### src/rtl/input_ram_reader.sv
// Burst read controller for the image input RAM: turns a {base, length} command into
// one RAM read per cycle and returns the words on a valid/ready stream with a last marker.
module input_ram_reader #(
   parameter int ADD_SIZE  = 12,
   parameter int DATA_SIZE = 108
) (
   input  logic                 clk,
   input  logic                 rst,
   input  logic                 cmd_valid,
   output logic                 cmd_ready,
   input  logic [ADD_SIZE-1:0]  cmd_base_addr,
   input  logic [ADD_SIZE-1:0]  cmd_len,
   output logic                 read_en,
   output logic [ADD_SIZE-1:0]  read_address,
   input  logic [DATA_SIZE-1:0] dataIn,
   output logic                 out_valid,
   input  logic                 out_ready,
   output logic [DATA_SIZE-1:0] dataOut,
   output logic                 out_last,
   output logic                 busy
);

   typedef enum logic [1:0] {
      S_IDLE,
      S_ISSUE,
      S_DRAIN
   } state_t;

   state_t                r_state;
   logic [ADD_SIZE-1:0]   r_addr;
   logic [ADD_SIZE:0]     r_remaining;
   logic                  r_inflight;
   logic                  r_inflight_last;

   logic [DATA_SIZE-1:0]  r_fifo_data [2];
   logic [1:0]            r_fifo_last;
   logic                  r_wr_ptr;
   logic                  r_rd_ptr;
   logic [1:0]            r_count;

   logic                  w_pop;
   logic                  w_push;
   logic [2:0]            w_occ_next;
   logic                  w_issue;
   logic                  w_final_issue;

   assign w_pop  = out_valid && out_ready;
   assign w_push = r_inflight;

   // Occupancy the FIFO will have once the in-flight word lands and this cycle's pop
   // leaves; a new read is allowed only if that leaves room for the word it returns.
   assign w_occ_next    = 3'(r_count) + 3'(r_inflight) - 3'(w_pop);
   assign w_issue       = (r_state == S_ISSUE) && (r_remaining != '0) && (w_occ_next < 3'd2);
   assign w_final_issue = w_issue && (r_remaining == (ADD_SIZE+1)'(1));

   // read_en depends on out_ready in the same cycle so a full-rate stream never bubbles.
   assign read_en      = w_issue;
   assign read_address = r_addr;
   assign cmd_ready    = (r_state == S_IDLE);
   assign busy         = (r_state != S_IDLE);

   assign out_valid = (r_count != 2'd0);
   assign dataOut   = r_fifo_data[r_rd_ptr];
   assign out_last  = out_valid && r_fifo_last[r_rd_ptr];

   always_ff @(posedge clk) begin
      if (rst) begin
         r_state         <= S_IDLE;
         r_addr          <= '0;
         r_remaining     <= '0;
         r_inflight      <= 1'b0;
         r_inflight_last <= 1'b0;
      end else begin
         r_inflight      <= w_issue;
         r_inflight_last <= w_final_issue;
         case (r_state)
            S_IDLE: begin
               if (cmd_valid) begin
                  r_addr      <= cmd_base_addr;
                  r_remaining <= {1'b0, cmd_len} + (ADD_SIZE+1)'(1);
                  r_state     <= S_ISSUE;
               end
            end
            S_ISSUE: begin
               if (w_issue) begin
                  r_addr      <= r_addr + ADD_SIZE'(1);
                  r_remaining <= r_remaining - (ADD_SIZE+1)'(1);
                  if (w_final_issue) begin
                     r_state <= S_DRAIN;
                  end
               end
            end
            S_DRAIN: begin
               if (w_pop && out_last) begin
                  r_state <= S_IDLE;
               end
            end
            default: r_state <= S_IDLE;
         endcase
      end
   end

   // Two-entry output FIFO; RAM data is captured the cycle after its read, unconditionally.
   always_ff @(posedge clk) begin
      if (rst) begin
         for (int i = 0; i < 2; i++) begin
            r_fifo_data[i] <= '0;
         end
         r_fifo_last <= '0;
         r_wr_ptr    <= 1'b0;
         r_rd_ptr    <= 1'b0;
         r_count     <= 2'd0;
      end else begin
         if (w_push) begin
            r_fifo_data[r_wr_ptr] <= dataIn;
            r_fifo_last[r_wr_ptr] <= r_inflight_last;
            r_wr_ptr              <= ~r_wr_ptr;
         end
         if (w_pop) begin
            r_rd_ptr <= ~r_rd_ptr;
         end
         case ({w_push, w_pop})
            2'b10:   r_count <= r_count + 2'd1;
            2'b01:   r_count <= r_count - 2'd1;
            default: r_count <= r_count;
         endcase
      end
   end

endmodule

### config.mk
export PLATFORM = sky130hd
export DESIGN_NAME = input_ram_reader
export DESIGN_NICKNAME = d
export VERILOG_FILES = /design/src/rtl/input_ram_reader.sv
export SDC_FILE = /design/constraint.sdc
export NUM_CORES = 1
export LEC_CHECK = 0
export ABC_AREA = 1
export BUFFER_PORTS_ARGS = -buffer_cell sky130_fd_sc_hd__buf_2
export CORE_ASPECT_RATIO = 1.1
export CORE_UTILIZATION = 40
export DETAILED_ROUTE_END_ITERATION = 8
export PLACE_DENSITY = 0.71
export RECOVER_POWER = 100
export SLEW_MARGIN = 30
export SYNTH_ARGS = -nofsm -noshare
export SYNTH_HDL_FRONTEND = slang
export SYNTH_SLANG_ARGS = --single-unit
### constraint.sdc
create_clock -name clk -period 4.3 [get_ports clk]
set_input_delay 0.215 -clock clk [delete_from_list [all_inputs] [get_ports clk]]
set_output_delay 0.215 -clock clk [all_outputs]
set_load 0.005 [all_outputs]
==> metrics.md, run 1 <==
| Metric | Value |
|---|---|
| Run status | `finished with violations` |
| Failing checks | `max-capacitance violations, max-slew violations` |
| CORE AREA | `28110 um^2` |
| Top post-synthesis cells by area | `edfxtp_1 56%, mux2_2 11%, nor2_1 9.2%` |
| Hold_ws | `23.52 ps` |
| HP Class | `input pin to register` |
| CTS clock-pin slew for the worst setup and hold paths | `60 ps` |
| Final worst-path cycle share | `77.92%` |
| Maximum vdd drop | `0.0003253 V` |
| Total gr overflow | `0` |
| CTS root buf | `clkbuf_16` |
| CTS tree | `done` |
| Post-Place Worst Slack | `1368 ps` |
| Post-Route Setup TNS | `0 ps` |
| Synth cell types | `38` |
| Top cell type's share of synthesized area | `56.14%` |
| Setup crit start kind | `register` |
| Final wirelength | `27570 um` |
| Arr. time, crit path | `3490 ps` |
| Post-Syn Area per Cell | `10.59 um^2` |
| Worst slew pin tran | `2958 ps` |
| Max_slew headroom | `-97.21%` |
| Total global-route track usage | `18.12%` |
| Fin cells | `1796` |
| Fraction of layout cells with a size suffix above 1 | `24.39%` |
| LEAKAGE | `6.439 nW` |
| Pre-Repair DR Iteration Count | `7` |
| Setup CP Type | `register to register` |
| Crit. Startpoint | `r_inflight$_SDFF_PP0_` |
| Area grow syn2layout | `26.65%` |
| # port buffers | `260` |
| Dpl hpwl | `16790 um` |
| Nets | `1553` |
| Final setup violation count | `0` |
| Worst hold stages | `3` |
| First-pass GRT wire length | `42620 um` |
| Synth cell count leaders | `283 x nor2_1, 216 x edfxtp_1, 149 x inv_1` |
| Initial antenna violation count | `1` |
| Top_reg_cell synth | `edfxtp_1` |
| Worst r2r path cells | `3` |
| Max Fclk | `298.5 MHz` |
| Post-place instance area | `13210 um^2` |
| Number of synthesized flops with an enable pin | `216` |
| Final hold vios | `0` |
| Clock Latency Late Sink | `520 ps` |
| Cells after Synth | `1091` |
| Vias in the first global route | `8627` |
| RSZ-0062 raised after global routing | `no` |
| CTS HTree Levels | `1` |
| Net Count, Synth | `1233` |
| Synth Cell Area | `11550 um^2` |
| Count of pins over their slew limit | `265` |
| Boundary Pins | `261` |
| Drt drc | `0` |
| Ys Warns | `0` |
| Die X | `164.0 um` |
| Dpl cells | `1673` |
| Synth Register Bits | `252` |
| Largest net degree at the start of global routing | `109` |
| R2r startpoint | `r_inflight$_SDFF_PP0_` |
| Final antenna-violating net count | `0` |
| CP Capture Type | `register` |
| Vias | `8665` |
| Req. time, crit path | `4440 ps` |
| Die Area | `29570 um^2` |
| CTS buffer count | `26` |
| Via/cell ratio | `4.825` |
| Post-synth top area cell | `edfxtp_1` |
| Row Count | `64` |
| Power Dens Cells | `408.8 nW/um^2` |
| Wire per inst | `15.35 um` |
| Final setup margin | `949.6 ps` |
| Die Y | `180.2 um` |
| GPL Wtd Cong | `0.8521` |
| Most frequent cell after synthesis | `nor2_1` |
| Tmin final | `3350 ps` |
| CTS sink cnt | `252` |
| Max clock buf depth | `3` |
| Post-synthesis sequential area ratio | `62.38%` |
| Fin area | `14630 um^2` |
| Clock Skews | `6.624 ps` |
| Final Util | `52.06%` |
| Initial Util | `41.11%` |
| DR iter-0 viols | `650` |
| CP Max Fanout | `44` |
| Pwr Total | `5.982 mW` |
| Max-cap viol count | `4` |
| Buffer count from post-CTS setup fixing | `0` |
| HP Start | `dataIn[18]` |
| Async set-reset flop share out of synthesis | `0%` |
==> worst max-delay path: stages, from the launching register on <==
cell and delay (ps):
dfxtp_1 460, nand3_1 130, nand2_1 1540, clkbuf_1 800
==> registers in the layout, summed over array words and instances (netlist names), named ones only <==
signal and count:
r_inflight_last 1, r_count 2, r_fifo_data 216, r_wr_ptr 1, read_address 12, r_remaining 13, r_state 2, r_inflight 1
r_fifo_last 2, r_rd_ptr 1
==> repair_timing <==
item,4_1_cts,5_1_grt
endpoints found under the setup margin,0,0
resized for setup,0,0
endpoints found under the hold margin,111,0
hold buffers,73,0
==> routing by layer <==
| layer | vias to the layer above | track usage, % | wire [um] | share of wire [%] |
|---|---|---|---|---|
| li1 | 4213 | - | - | - |
| met1 | 4088 | 21.33 | 10990 | 40 |
| met2 | 315 | 33.29 | 14080 | 51 |
| met3 | 49 | 2.900 | 1819 | 6.6 |
| met4 | 0 | 5.519 | 680 | 2.5 |
| met5 | - | 0 | 0 | 0 |
==> layout make-up <==
type,instances,area (um^2)
Clock inverter,18,161.4
Multi-Input combinational cell,638,3540
Clock buffer,30,686.9
Sequential cell,252,7211
Fill cell,2499,13470
Antenna cell,2,5.005
Timing Repair Buffer,341,1999
Tap cell,363,454.2
Inverter,152,575.6
==> placed cells by master, fill, tap and decap left out, types with 2 or more instances in the layout <==
cell	instances
bufinv_16	3
o21ai_0	35
clkbuf_2	3
dfxtp_1	35
edfxtp_1	216
clkinvlp_2	2
inv_6	2
clkinv_2	6
inv_2	2
nor2_1	283
inv_1	148
buf_2	178
nand4_1	8
clkbuf_16	27
o21bai_1	4
clkbuf_1	87
a21oi_2	3
nand3_1	36
a21oi_1	18
nand2_1	106
or2_2	2
o21ai_2	2
clkinv_1	7
diode_2	2
nor2_2	5
a31oi_1	4
ha_1	5
dlygate4sd3_1	73
mux2_1	2
buf_12	2
mux2_2	106
nand3b_1	3
nor3_1	4
xnor2_1	3
==> final timing paths <==
path | endpoint | slack, ps
worst min register to register | r_fifo_last[0]$_SDFFE_PP0P_ | 480
worst max register to register | r_fifo_data[0][60]$_SDFFCE_PN0P_ | 950
worst max-delay path | r_fifo_data[0][60]$_SDFFCE_PN0P_ | 950
worst min-delay path | r_fifo_data[0][18]$_SDFFCE_PN0P_ | 20
==> where the power goes <==
| part | switching (mW) | internal (mW) |
|---|---|---|
| clock network | 0.901 | 1.32 |
| registers | 0.0931 | 2.82 |
| logic | 0.490 | 0.359 |
==> cell families (layout without fill, tap and decap cells) <==
family | Yosys count | after routing | synth area share, %
buffers and inverters | 201 | 541 | 7.072
adders and majority gates | 6 | 6 | 0.7148
and+or+nand+nor | 453 | 453 | 15.80
DFF | 252 | 252 | 62.38
xor gates and xnor gates | 4 | 4 | 0.3033
AOI/OAI and AO/OA | 67 | 67 | 3.206
muxes | 108 | 108 | 10.53
other | 0 | 2 | 0
(Power assumes the default switching activity.)
==> run 2, diff against run 1 <==
ABC_AREA = 0   (was 1)
PLACE_DENSITY = 0.73   (was 0.71)
clock period = 2.75 ns   (was 4.3 ns; I/O delays follow)
==> metrics.md, run 2 <==
| Metric | Value |
|---|---|
| CTS root buf | `clkbuf_16` |
| Row Count | `64 (unchanged)` |
| Synth Cell Area | `11500 um^2 (-0.42%)` |
| Max Fclk | `392.7 MHz` |
| Final wirelength | `27110 um (-1.7%)` |
| LEAKAGE | `5.856 nW (-9.1%)` |
| Final setup margin | `203.2 ps (-746.4 ps)` |
| Area grow syn2layout | `31.01%` |
| Post-synth top area cell | `edfxtp_1` |
| Max_slew headroom | `12.67% (+110 points)` |
| First-pass GRT wire length | `41150 um (-3.4%)` |
| GRT busiest layer | `met2` |
| Top cell type's share of synthesized area | `56.38% (+0.24 points)` |
| Post-Place Worst Slack | `217.2 ps (-1151 ps)` |
| Cell chain of the critical path | `nand2b_1 > nor2_1 > or2_2 > nand2_1 > fa_1 > xnor2_1 > nand3_2 > nor2_1 > buf_2` |
| Cells after Synth | `875 (-20%)` |
| Wire per inst | `16.64 um (+8.4%)` |
| Number of synthesized flops with an enable pin | `216 (unchanged)` |
| Post-place instance area | `13220 um^2 (+0.10%)` |
| Commonest cells after routing, fill and taps aside | `216 x edfxtp_1, 186 x buf_2, 133 x and2_1` |
| M3 GR Usage | `3.461% (+0.56 points)` |
| Power Dens Cells | `598.2 nW/um^2 (+46%)` |
| Setup crit start kind | `register` |
| Pre-Repair DR Iteration Count | `5 (-2)` |
| RSZ-0062 raised after global routing | `no` |
| CP Capture Type | `primary output` |
| Die Area | `29440 um^2 (-0.42%)` |
| Max-cap viol count | `0 (-4)` |
| Post-Syn Area per Cell | `13.15 um^2 (+24%)` |
| Initial Util | `41.05% (-0.057 points)` |
| Vias | `8079 (-6.8%)` |
| M2 GR Usage | `32.02% (-1.3 points)` |
| CORE AREA | `28030 um^2 (-0.28%)` |
| Total gr overflow | `0 (unchanged)` |
| CTS tree | `done` |
| Final hold vios | `0 (unchanged)` |
| CTS sink cnt | `252 (unchanged)` |
| Via/cell ratio | `4.959 (+2.8%)` |
| Nets | `1388 (-11%)` |
| Die Y | `179.9 um (-0.21%)` |
| Top post-synthesis cells by area | `edfxtp_1 56%, and2_1 12%, mux2_2 11%` |
| Clock Latency Late Sink | `530 ps (about the same)` |
| Synth Register Bits | `252 (unchanged)` |
| Synth cell count leaders | `216 x and2_1, 216 x edfxtp_1, 108 x mux2_2` |
| CTS clock-pin slew for the worst setup and hold paths | `60 ps (about the same)` |
| CTS HTree Levels | `1 (unchanged)` |
| Met1 Usage GRT | `20.73% (-0.60 points)` |
| Fill cell count | `2346 (-6.1%)` |
| HP Class | `input pin to register` |
| Req. time, crit path | `2610 ps (-1830 ps)` |
| Vias in the first global route | `8128 (-5.8%)` |
| DR iter-0 viols | `540 (-17%)` |
| Critical path's most frequent cell | `nor2_1` |
| Die X | `163.7 um (-0.21%)` |
| Final antenna-violating net count | `0 (unchanged)` |
| Total global-route track usage | `17.58% (-0.54 points)` |
| Dpl hpwl | `15920 um (-5.1%)` |
| Net Count, Synth | `1017 (-18%)` |
| # port buffers | `260 (unchanged)` |
| Max clock buf depth | `3 (unchanged)` |
| Slowest stage delay, CP | `370 ps (-1170 ps)` |
| Reg with most FFs | `r_fifo_data` |
| Fraction of layout cells with a size suffix above 1 | `27.83% (+3.4 points)` |
| Drt drc | `0 (unchanged)` |
| Top_reg_cell synth | `edfxtp_1` |
| Max reg flops | `216 (unchanged)` |
| Final setup violation count | `0 (unchanged)` |
| Largest net degree at the start of global routing | `110 (+0.92%)` |
| Post-synthesis sequential area ratio | `62.64% (+0.26 points)` |
| Commonest non-fill, non-tap cell in the layout | `edfxtp_1` |
| Worst slew pin tran | `1310 ps (-1648 ps)` |
| Count of pins over their slew limit | `0 (-100%)` |
| Crit-path slowest cell | `fa_1` |
| Setup CP Type | `register to primary output` |
| GPL Wtd Cong | `0.8254 (-3.1%)` |
| Async set-reset flop share out of synthesis | `0% (unchanged)` |
| Tmin final | `2547 ps` |
| Run status | `finished clean` |
| Final worst-path cycle share | `92.61%` |
| Boundary Pins | `261 (unchanged)` |
| Post-Route Setup TNS | `0 ps (unchanged)` |
| CTS buffer count | `27 (+3.8%)` |
| Arr. time, crit path | `2410 ps (-1080 ps)` |
| Ys Warns | `0 (unchanged)` |
| Maximum vdd drop | `0.0004698 V (+44%)` |
| Fin area | `15070 um^2 (+3.0%)` |
| Clock Skews | `20.24 ps (+13.62 ps)` |
| Synth cell types | `53 (+39%)` |
| Initial antenna violation count | `1 (unchanged)` |
| CP Max Fanout | `5 (-89%)` |
-- run 2: cell type report --
type	instances	area, um^2	share of cell area, %
Sequential cell	252	7212	47.85
Multi-Input combinational cell	557	4025	26.71
Timing Repair Buffer	395	2531	16.79
Clock buffer	32	694.4	4.607
Tap cell	363	454.2	3.013
Clock inverter	16	103.9	0.6890
Inverter	13	48.80	0.3238
Antenna cell	1	2.502	0.01660
-- run 2: critical path, delay by kind of cell (launching register included) --
kind	cells	cell delay [ps]
simple gates	6	860
fa+ha+maj	1	370
flops	1	320
xor+xnor	1	200
buf+inv	1	130
-- run 2: path summary, 6_finish.rpt --
check,slack [ps],end,startpoint,depth (start not counted)
hold reg to reg,480,r_fifo_last[0]$_SDFFE_PP0P_,r_fifo_last[0]$_SDFFE_PP0P_,2
hold / removal,20,read_address[10]$_SDFFE_PP0P_,cmd_base_addr[10],4
setup reg to reg,270,r_fifo_data[1][1]$_SDFFCE_PN0P_,r_inflight$_SDFF_PP0_,4
setup / recovery,200,read_en,r_count[0]$_SDFFE_PP0P_,9
-- run 2: per-layer routing --
layer	share of wire [%]	up-vias
li1	-	3874
met1	40	3874
met2	51	288
met3	7.1	43
met4	1.8	0
met5	0	-
-- run 2: repair_timing --
| item | in CTS | in global routing |
|---|---|---|
| setup buffers | 0 | 0 |
| resized for setup | 0 | 1 |
| setup endpoints to repair | 0 | 5 |
| endpoints found under the hold margin | 232 | 0 |
| hold buffers | 122 | 0 |
-- run 2: through the flow --
| step | std cells | hold WS (ps) | power (mW) | utilization, % |
|---|---|---|---|---|
| final | 1629 | 23.61 | 9.017 | 53.78 |
| after global routing | 1629 | 10.59 | 9.369 | 53.78 |
| after CTS | 1628 | 0.1550 | 9.105 | 54.38 |
| after detailed placement | 1458 | 418.6 | 5.658 | 47.18 |
| after global placement | 1458 | 409.2 | 5.626 | 47.18 |
| after floorplan | 875 | 296.5 | 5.190 | - |
-- run 2: cells by family after synthesis --
kind of cell / share of synthesized area (%)
DFF: 62.64
xor gates and xnor gates: 1.218
and+or+nand+nor: 17.62
AOI/OAI and AO/OA: 4.622
buffers and inverters: 2.436
muxes: 10.75
adders and majority gates: 0.7178
-- run 2: power breakdown --
group	leakage, nW	total, mW	switching (mW)	internal, mW
Combinational	2.92	1.17	0.598	0.569
Clock	0.387	3.32	1.44	1.88
Sequential	2.54	4.53	0.120	4.41
==> run 3, diff against run 2 <==
CORE_UTILIZATION = 25   (was 40)
CTS_BUF_LIST = sky130_fd_sc_hd__clkbuf_4   (was default)
PLACE_DENSITY = 0.54   (was 0.73)
==> metrics.md, run 3 (synthesized netlist as in run 2, its figures left out) <==
| Metric | Value |
|---|---|
| Max-cap viol count | `0 (unchanged)` |
| Req. time, crit path | `2610 ps (about the same)` |
| Die Y | `227.0 um (+26%)` |
| Boundary Pins | `261 (unchanged)` |
| Max_slew headroom | `14.82% (+2.2 points)` |
| FF-to-FF setup slack | `240 ps (-30 ps)` |
| Post-Place Worst Slack | `272.6 ps (+55.39 ps)` |
| Dpl cells | `1688 (+16%)` |
| CP Capture Type | `primary output` |
| Fraction of layout cells with a size suffix above 1 | `37.19% (+9.4 points)` |
| # port buffers | `260 (unchanged)` |
| Initial Util | `25.31% (-16 points)` |
| CORE AREA | `45450 um^2 (+62%)` |
| Worst slew pin tran | `1278 ps (-32.30 ps)` |
| Via/cell ratio | `4.308 (-13%)` |
| Final antenna-violating net count | `0 (unchanged)` |
| Initial antenna violation count | `4 (+3)` |
| Arr. time, crit path | `2450 ps (+40 ps)` |
| Worst hold stages | `4 (unchanged)` |
| HP Class | `input pin to register` |
| Drt drc | `20 (+20)` |
| Area grow syn2layout | `37.71%` |
| Final setup margin | `162.7 ps (-40.56 ps)` |
| CTS root buf | `clkbuf_4` |
| DR iter-0 viols | `329 (-39%)` |
| Dpl hpwl | `18270 um (+15%)` |
| Nets | `1463 (+5.4%)` |
| Final Util | `34.86% (-19 points)` |
| CP Max Fanout | `3 (-2)` |
| LEAKAGE | `6.388 nW (+9.1%)` |
| CTS HTree Levels | `3 (+2)` |
| Reg with most FFs | `r_fifo_data` |
| CTS sink cnt | `252 (unchanged)` |
| Fill cell count | `4633 (+97%)` |
| First-pass GRT wire length | `45530 um (+11%)` |
| Final setup violation count | `0 (unchanged)` |
| Worst r2r path cells | `3 (-1)` |
| Cell chain of the critical path | `nand2b_1 > nor2_2 > or2_2 > nand2_1 > fa_2 > xnor2_2 > nand3_2 > nor2_2 > buf_2` |
| Critical path's most frequent cell | `nor2_2` |
| Row Count | `82 (+28%)` |
| Max Fclk | `386.5 MHz (-1.6%)` |
| Largest net degree at the start of global routing | `70 (-36%)` |
| Power Dens Cells | `583.5 nW/um^2 (-2.5%)` |
| Die X | `206.5 um (+26%)` |
| Pre-Repair DR Iteration Count | `7 (+2)` |
| HP Start | `cmd_base_addr[11]` |
| Failing checks | `design-rule violations` |
| Clock Skews | `31.63 ps (+11.39 ps)` |
| Tmin final | `2587 ps (+40.56 ps)` |
| GPL Wtd Cong | `0.7570 (-8.3%)` |
| Setup CP Type | `register to primary output` |
| Count of pins over their slew limit | `0 (unchanged)` |
| Fin cells | `1963 (+21%)` |
| Clock Latency Late Sink | `740 ps (+210 ps)` |
| Wire per inst | `15.30 um (-8.1%)` |
| Max reg flops | `216 (unchanged)` |
| Slowest stage delay, CP | `370 ps (about the same)` |
| CTS clock-pin slew for the worst setup and hold paths | `60 ps (about the same)` |
| Max clock buf depth | `3 (unchanged)` |
| Crit-path slowest cell | `fa_2` |
| Maximum vdd drop | `0.0002140 V (-54%)` |
| Final wirelength | `30030 um (+11%)` |
| Die Area | `46880 um^2 (+59%)` |
| Worst flop-to-flop path endpoint | `r_fifo_data[0][50]$_SDFFCE_PN0P_` |
| Post-Route Setup TNS | `0 ps (unchanged)` |
| Final hold vios | `0 (unchanged)` |
| Total global-route track usage | `12.66% (-4.9 points)` |
| Total gr overflow | `0 (unchanged)` |
| Commonest cells after routing, fill and taps aside | `253 x buf_2, 216 x edfxtp_1, 151 x and2_1` |
| Run status | `finished with violations` |
| Final worst-path cycle share | `94.09% (+1.5 points)` |
| Commonest non-fill, non-tap cell in the layout | `buf_2` |
| Vias in the first global route | `8802 (+8.3%)` |
| CTS buffer count | `74 (+170%)` |
| Vias | `8457 (+4.7%)` |
| Setup crit start kind | `register` |
| Hold Path Sink | `read_address[11]$_SDFFE_PP0P_` |
| CTS tree | `done` |
| R2r startpoint | `r_inflight$_SDFF_PP0_` |
==> run 3: worst max path at each step <==
| stage | start | cells after the start | slack, ps | to |
|---|---|---|---|---|
| after CTS | r_count[0]$_SDFFE_PP0P_ | 9 | 10 | read_en |
| after global placement | r_count[0]$_SDFFE_PP0P_ | 10 | 340 | r_state[0]$_SDFFE_PP0P_ |
| final | r_count[0]$_SDFFE_PP0P_ | 9 | 160 | read_en |
| after floorplan | rst | 3 | 360 | r_fifo_data[0][0]$_SDFFCE_PN0P_ |
| after global routing | r_count[0]$_SDFFE_PP0P_ | 9 | -40 | read_en |
| after detailed placement | r_count[0]$_SDFFE_PP0P_ | 10 | 270 | r_state[0]$_SDFFE_PP0P_ |
==> run 3: final cells by class <==
cell class              count  area, um^2  share of cell area, %
clock buffers             107       803.3                  5.070
diodes                      1       2.502                0.01580
inverters                  13       48.80                 0.3080
well taps                 588       735.7                  4.644
clock inverters            22       116.4                 0.7345
repair buffers            423        2897                  18.28
flip-flops and latches    252        7207                  45.49
multi-input cells         557        4033                  25.45
==> run 3: what timing repair did <==
action                                  in CTS  in global routing
setup buffers                                1                  1
pin swaps                                    1                  4
hold buffers                               143                  0
gates resized for setup                      1                  3
endpoints found under the hold margin      258                  0
endpoints found under the setup margin       1                  1
==> run 3: worst max-delay path: cells and delay by family (launching register included) <==
kind / cells / cell delay, ps
AND/OR/NAND/NOR: 6 / 720
adder cells (fa/ha/maj): 1 / 370
flip-flops: 1 / 310
XOR/XNOR: 1 / 180
buffers and inverters: 1 / 130
==> run 3: where the power goes <==
group	switching [mW]	leakage (nW)	internal [mW]
Clock	1.62	0.553	1.88
Combinational	0.612	3.29	0.622
Sequential	0.114	2.54	4.41
Total	2.34	6.39	6.90
==> run 3: stage by stage <==
step	cell area [um^2]	power (mW)	hold WS, ps
3_3_place_gp	13580	5.675	409.9
3_5_place_dp	13580	5.700	416.0
2_1_floorplan	11510	5.190	296.5
5_1_grt	15840	9.752	130.5
6_report	15840	9.245	211.2
4_1_cts	15940	9.469	78.82
==> run 3: per-layer routing <==
layer  wire (um)  share of wire (%)  global-route usage [%]
met3        2075                6.9                   3.750
met1       12330                 41                   14.33
met5          25              0.083                       0
met2       14860                 49                   21.56
met4         738                2.5                   6.357
